`src/rtl/fifo_mem_pkg.sv`:
```
// Shared types and helpers for the FIFO pointer/enable controller.
package fifo_mem_pkg;

  typedef enum logic {
    ST_RUN   = 1'b0,
    ST_FLUSH = 1'b1
  } ctrl_state_e;

  // Pointer width for a given depth: address bits plus one wrap bit.
  function automatic int ptr_width(input int depth);
    return $clog2(depth) + 1;
  endfunction

endpackage

```
`src/rtl/ptr_counter.sv`:
```
// Wrap-bit pointer counter: advances by one on each enabled edge, rolls over at 2*depth.
module ptr_counter #(
  parameter int PTR_SIZE = 3
) (
  input  logic              clk_in,
  input  logic              areset,
  input  logic              en_i,
  output logic [PTR_SIZE:0] ptr_o
);

  logic [PTR_SIZE:0] ptr_q;
  logic [PTR_SIZE:0] ptr_d;

  always_comb begin
    ptr_d = ptr_q;
    if (en_i) ptr_d = ptr_q + {{PTR_SIZE{1'b0}}, 1'b1};
  end

  always_ff @(posedge clk_in or posedge areset) begin
    if (areset) ptr_q <= '0;
    else        ptr_q <= ptr_d;
  end

  assign ptr_o = ptr_q;

endmodule

```
`src/rtl/fifo_ptr_ctrl.sv`:
```
// FIFO pointer/enable controller: gates RAM enables from requests, tracks pointers,
// decodes status, and runs a drain-all flush sequence.
module fifo_ptr_ctrl
  import fifo_mem_pkg::*;
#(
  parameter int OSTD_NUM = 8,
  parameter int PTR_SIZE = $clog2(OSTD_NUM)
) (
  input  logic              clk_in,
  input  logic              areset,
  input  logic              trans_read,
  input  logic              trans_write,
  input  logic              flush_req,
  output logic              fifo_wenable,
  output logic              fifo_renable,
  output logic [PTR_SIZE:0] write_ptr,
  output logic [PTR_SIZE:0] read_ptr,
  output logic [PTR_SIZE:0] occupancy,
  output logic              full,
  output logic              empty,
  output logic              rdata_valid,
  output logic              flush_busy,
  output logic              wr_reject,
  output logic              rd_reject
);

  localparam int PTR_W = ptr_width(OSTD_NUM);
  localparam logic [PTR_W-1:0] OCC_ONE = PTR_W'(1);

  ctrl_state_e state_q, state_d;
  logic        rdata_valid_q, rdata_valid_d;
  logic        wr_reject_q, wr_reject_d;
  logic        rd_reject_q, rd_reject_d;
  logic [PTR_W-1:0] occ;

  ptr_counter #(.PTR_SIZE(PTR_SIZE)) u_wr_ptr (
    .clk_in (clk_in),
    .areset (areset),
    .en_i   (fifo_wenable),
    .ptr_o  (write_ptr)
  );

  ptr_counter #(.PTR_SIZE(PTR_SIZE)) u_rd_ptr (
    .clk_in (clk_in),
    .areset (areset),
    .en_i   (fifo_renable),
    .ptr_o  (read_ptr)
  );

  // Status decode from the registered pointers
  assign occ       = write_ptr - read_ptr;
  assign occupancy = occ;
  assign empty     = (write_ptr == read_ptr);
  assign full      = (write_ptr[PTR_SIZE] != read_ptr[PTR_SIZE]) &&
                     (write_ptr[PTR_SIZE-1:0] == read_ptr[PTR_SIZE-1:0]);

  always_ff @(posedge clk_in or posedge areset) begin
    if (areset) state_q <= ST_RUN;
    else        state_q <= state_d;
  end

  // Exit on occupancy 1 so the final drain read lands on the same edge as the exit
  always_comb begin
    state_d = state_q;
    case (state_q)
      ST_RUN:   if (flush_req) state_d = ST_FLUSH;
      ST_FLUSH: if (empty || (occ == OCC_ONE)) state_d = ST_RUN;
      default:  state_d = ST_RUN;
    endcase
  end

  always_comb begin
    fifo_wenable  = 1'b0;
    fifo_renable  = 1'b0;
    rdata_valid_d = 1'b0;
    if (!areset) begin
      if (state_q == ST_RUN) begin
        fifo_wenable = trans_write && !full;
        fifo_renable = trans_read && !empty;
      end else begin
        fifo_renable = !empty;
      end
    end
    // Flush reads discard their data, so only run-mode reads produce valid data
    rdata_valid_d = (state_q == ST_RUN) && fifo_renable;
    wr_reject_d   = trans_write && !fifo_wenable;
    rd_reject_d   = trans_read && !rdata_valid_d;
  end

  always_ff @(posedge clk_in or posedge areset) begin
    if (areset) begin
      rdata_valid_q <= 1'b0;
      wr_reject_q   <= 1'b0;
      rd_reject_q   <= 1'b0;
    end else begin
      rdata_valid_q <= rdata_valid_d;
      wr_reject_q   <= wr_reject_d;
      rd_reject_q   <= rd_reject_d;
    end
  end

  assign rdata_valid = rdata_valid_q;
  assign wr_reject   = wr_reject_q;
  assign rd_reject   = rd_reject_q;
  assign flush_busy  = (state_q == ST_FLUSH);

endmodule
```
`config.mk`:
```
export PLATFORM = sky130hd
export DESIGN_NAME = fifo_ptr_ctrl
export DESIGN_NICKNAME = d
export VERILOG_FILES = /design/src/rtl/fifo_mem_pkg.sv /design/src/rtl/ptr_counter.sv /design/src/rtl/fifo_ptr_ctrl.sv
export SDC_FILE = /design/constraint.sdc
export NUM_CORES = 1
export LEC_CHECK = 0
export CORE_MARGIN = 8
export CORE_UTILIZATION = 45
export CTS_CLUSTER_DIAMETER = 40
export CTS_CLUSTER_SIZE = 16
export DETAILED_ROUTE_END_ITERATION = 16
export PLACE_DENSITY = 0.82
export SYNTH_ARGS = -nofsm -noshare
export SYNTH_HDL_FRONTEND = slang
export SYNTH_SLANG_ARGS = --single-unit
```
`constraint.sdc`:
```
create_clock -name clk_in -period 4.1 [get_ports clk_in]
set_input_delay 0.41 -clock clk_in [delete_from_list [all_inputs] [get_ports clk_in]]
set_output_delay 0.41 -clock clk_in [all_outputs]
set_load 0.05 [all_outputs]
```
[Word level (Yosys, flattened, before mapping)]
Cells that the tools add are included.
Storage, ports and cells
  word-level logic and storage cells: 32
  register bits: 12
  output and inout port bits: 20
  bits of input ports: 5
Cells by class
  mux-type cells: 7
  reduce and logical (&&, ||, !) cells: 11
  add/subtract/negate cells: 3
  equal/unequal tests: 4
  bitwise logic cells: 1
Operators by type and width (count)
  $add A4 B1 Y4 const B: 2
  $logic_and A1 B1 Y1: 6
  $mux W1: 6
  $eq A4 B1 Y1 const B: 1
  $eq A4 B4 Y1: 1
  $logic_not A1 Y1: 4
  $sub A4 B4 Y4: 1
  $eq A3 B3 Y1: 1
  $pmux W1 S2: 1
  $logic_or A1 B1 Y1: 1
  $ne A1 B1 Y1: 1
  $not A1 Y1: 1

[Logic depth before layout (Yosys ltp)]
  word-level depth: 8
  gate-level depth with buffers: 6
  gate-level depth less buffers: 6

[Hierarchy]
From an unflattened synthesis, not the netlist that was laid out.
Second synthesis, totals
  cell total of the unflattened synthesis: 60
  area, all modules: 669.4 µm²
By module, submodules not included
  fifo_ptr_ctrl: area each 341.6 µm², sequential area each 100.1 µm², cells an instance 36, times used 1
  ptr_counter: area each 163.9 µm², sequential area each 100.1 µm², cells an instance 12, times used 2

[Least setup slack after synthesis]
No wires, ideal clock.
  path type: flip-flop to output port
  start point: register u_wr_ptr.ptr_q[0] (netlist: u_wr_ptr.ptr_o[0])
  end point: output occupancy[2]
  required time: 3.690 ns
  data arrival time: 2.300 ns
  path buffers: 0
  slack: 1.390 ns
  stages on the path, launching flop included: 5
  cell sequence: dfrtp_1 -> inv_1 -> ha_1 -> fa_1 -> xnor2_1
On the way
  cells in the longest elaborated chain, start to end: 1
Ends and longest elaborated chain
  from (decl): RTL line ptr_counter.sv:11  | logic [PTR_SIZE:0] ptr_q;
  from (signal assigned): RTL line ptr_counter.sv:21  | else ptr_q <= ptr_d;
  $sub A4 B4 Y4: RTL line fifo_ptr_ctrl.sv:51  | assign occ = write_ptr - read_ptr;
  to (decl): RTL line fifo_ptr_ctrl.sv:18  | output logic [PTR_SIZE:0] occupancy,
No other way between the ends.

[Final worst setup path]
  start point: register u_wr_ptr.ptr_q[2] (netlist: u_wr_ptr.ptr_o[2])
  end point: output occupancy[3]
Same word-level chain as after synthesis.

==> results.json <==
{
  "worst-setup-path-type": "reg -> out",
  "post-cts-setup-buffers": 0,
  "r2r_start": "u_wr_ptr.ptr_o[2]",
  "antenna_found_initial": 0,
  "netlist_area_um2": 662,
  "synth_edf_count": 0,
  "pre_cts_ws_ps": 1400,
  "ios": 25,
  "setup_tns_ps": 0,
  "drt_iter0_markers": 9,
  "synth_common_cells": "12 x dfrtp_1, 7 x inv_1, 7 x xnor2_1",
  "placementRows": 14,
  "clk_pin_slew_ps": 80,
  "numCtsBuffers": 3,
  "grt_pass1_wl_um": 2530,
  "drv_cap": 0,
  "clock-root-buffer": "clkbuf_4",
  "placed_area_um2": 922,
  "nets": 98,
  "routabilityCongestion": 0.772,
  "synth_top_cell_by_area": "dfrtp_1",
  "met1_usage": 0.130,
  "ant_nets": 0,
  "outcome": "completed",
  "skew_ps": 2.49,
  "use_met2": 0.187,
  "netlist_instances": 58,
  "path_max_fanout": 6,
  "area_growth_pct": 44.8,
  "whs_path_depth": 1,
  "syn_avg_cell_area_um2": 11.4,
  "hpwl_um": 1250,
  "min-delay-start": "u_rd_ptr.ptr_o[2]",
  "drt-total-wl_um": 1560,
  "drive_gt1_frac": 0.116,
  "grt_pass1_vias": 568,
  "viasPerCell": 5.18,
  "worst_r2r_endpoint": "flush_busy",
  "layout_min_cycle_time_ps": 2960,
  "dr_total_vias": 528,
  "die_area_um2": 2950,
  "fp.dieW_um": 54.4,
  "firstDrtPassIters": 4,
  "yosysUniqueCellTypes": 23,
  "ys_ff_latch": 12,
  "start_util": 0.461,
  "critical_path_required_ps": 3690,
  "grt_max_degree": 13,
  "clkSinkCount": 12,
  "end_kind": "output port",
  "overflow": 0,
  "yosys.area.top_type_share": 0.454,
  "setup_ws_ps": 1140,
  "fp.coreArea_um2": 1440,
  "drv_slew": 0,
  "fmax_mhz": 338,
  "ys_seq_area_frac": 0.454,
  "worst_ep_arrival_time_ps": 2550,
  "antennaDiodeCount": 0,
  "startpoint_type": "flop",
  "ff2ff_path_depth": 5,
  "portBuffers": 24,
  "grt_usage": 0.116,
  "timing.final.crit_share": 0.721,
  "die_h_um": 54.4,
  "yosysMostFrequentCell": "dfrtp_1",
  "slew_headroom": 0.663,
  "yosys-top-cells-area": "dfrtp_1 45%, ha_1 9.5%, xnor2_1 9.3%, inv_1 4.0%, fa_1 3.0%",
  "grt_setup_unrepaired": "no",
  "fin_area_um2": 958,
  "wl_per_cell_um": 15.3,
  "synth_warnings": 0,
  "cts_resized": 0,
  "clock_path_buffers": 2,
  "htreeDepth": 1,
  "clk-insertion-delay-late_ps": 270,
  "ctsHoldBuffers": 0,
  "hold_class": "reg -> reg",
  "gr-usage-met3": 0.0543,
  "r2r_slack_ps": 2210,
  "drc": 0,
  "synthFlopType": "dfrtp_1",
  "tightest_slew_ps": 505,
  "cts_tree": "done",
  "busiest_layer": "met2",
  "hold_end": "u_rd_ptr.ptr_o[2]",
  "finalSetupViolations": 0,
  "syn_nets": 69,
  "hold_violations": 0,
  "synthArstFlopShare": 1.00
}
==> worst max path at each step <==
stage	start	to	slack, ps	cells past startpoint
after floorplan	u_wr_ptr.ptr_o[0]	occupancy[2]	1390	4
after global placement	areset	fifo_renable	1420	4
after detailed placement	areset	fifo_renable	1400	4
after CTS	u_wr_ptr.ptr_o[2]	occupancy[3]	1140	5
after global routing	u_rd_ptr.ptr_o[2]	occupancy[3]	1000	6
final	u_wr_ptr.ptr_o[2]	occupancy[3]	1140	5
==> layout make-up <==
cell class	count	area, um2
Clock buffer	4	36.3
Fill cell	120	478
Inverter	7	26.3
Sequential cell	12	300
Multi-Input combinational cell	39	335
Timing Repair Buffer	24	240
Tap cell	16	20.0
==> sequential cells by signal (all words and copies together) (netlist names) <==
name            cells
u_rd_ptr.ptr_o      4
u_wr_ptr.ptr_o      4
flush_busy          1
rd_reject           1
rdata_valid         1
wr_reject           1
==> layer usage <==
metal | up-vias | wire length [um]
met4 | 0 | 28
met1 | 245 | 633
met5 | - | 0
met2 | 19 | 709
met3 | 5 | 188
li1 | 259 | -
==> cells in the final DEF (no fill, tap or decap), types with 2 or more instances in the layout <==
master           netlist  routed
clkdlybuf4s50_1        0      24
dfrtp_1               12      12
inv_1                  7       7
xnor2_1                7       7
nand2_1                5       5
ha_1                   5       5
nor2_1                 3       3
clkbuf_4               0       3
o21ai_0                2       2
nand4_1                2       2
==> cell families (layout without fill, tap and decap cells) <==
logic type,after synthesis,after routing,share of synthesized area
compound gates,9,9,0.127
xor+xnor,9,9,0.130
fa+ha+maj,6,6,0.125
buf+inv,7,35,0.0397
flops,12,12,0.454
simple gates,15,15,0.125
==> per-stage QoR <==
stage | util | cells | hold slack, ps
2_1_floorplan | - | 58 | 275
3_3_place_gp | 0.642 | 98 | 504
3_5_place_dp | 0.642 | 98 | 516
4_1_cts | 0.667 | 102 | 531
5_1_grt | 0.667 | 102 | 572
6_report | 0.667 | 102 | 525
==> worst max-delay path: stages (launching register included) <==
cell and delay, ps:
dfrtp_1 440, ha_1 410, nor2b_4 160, a221oi_2 230
xnor2_1 180, clkdlybuf4s50_1 850
Power is left out: the tool's default activity adds up to more than one toggle a clock period on the data nets, which glitch-free logic cannot reach.
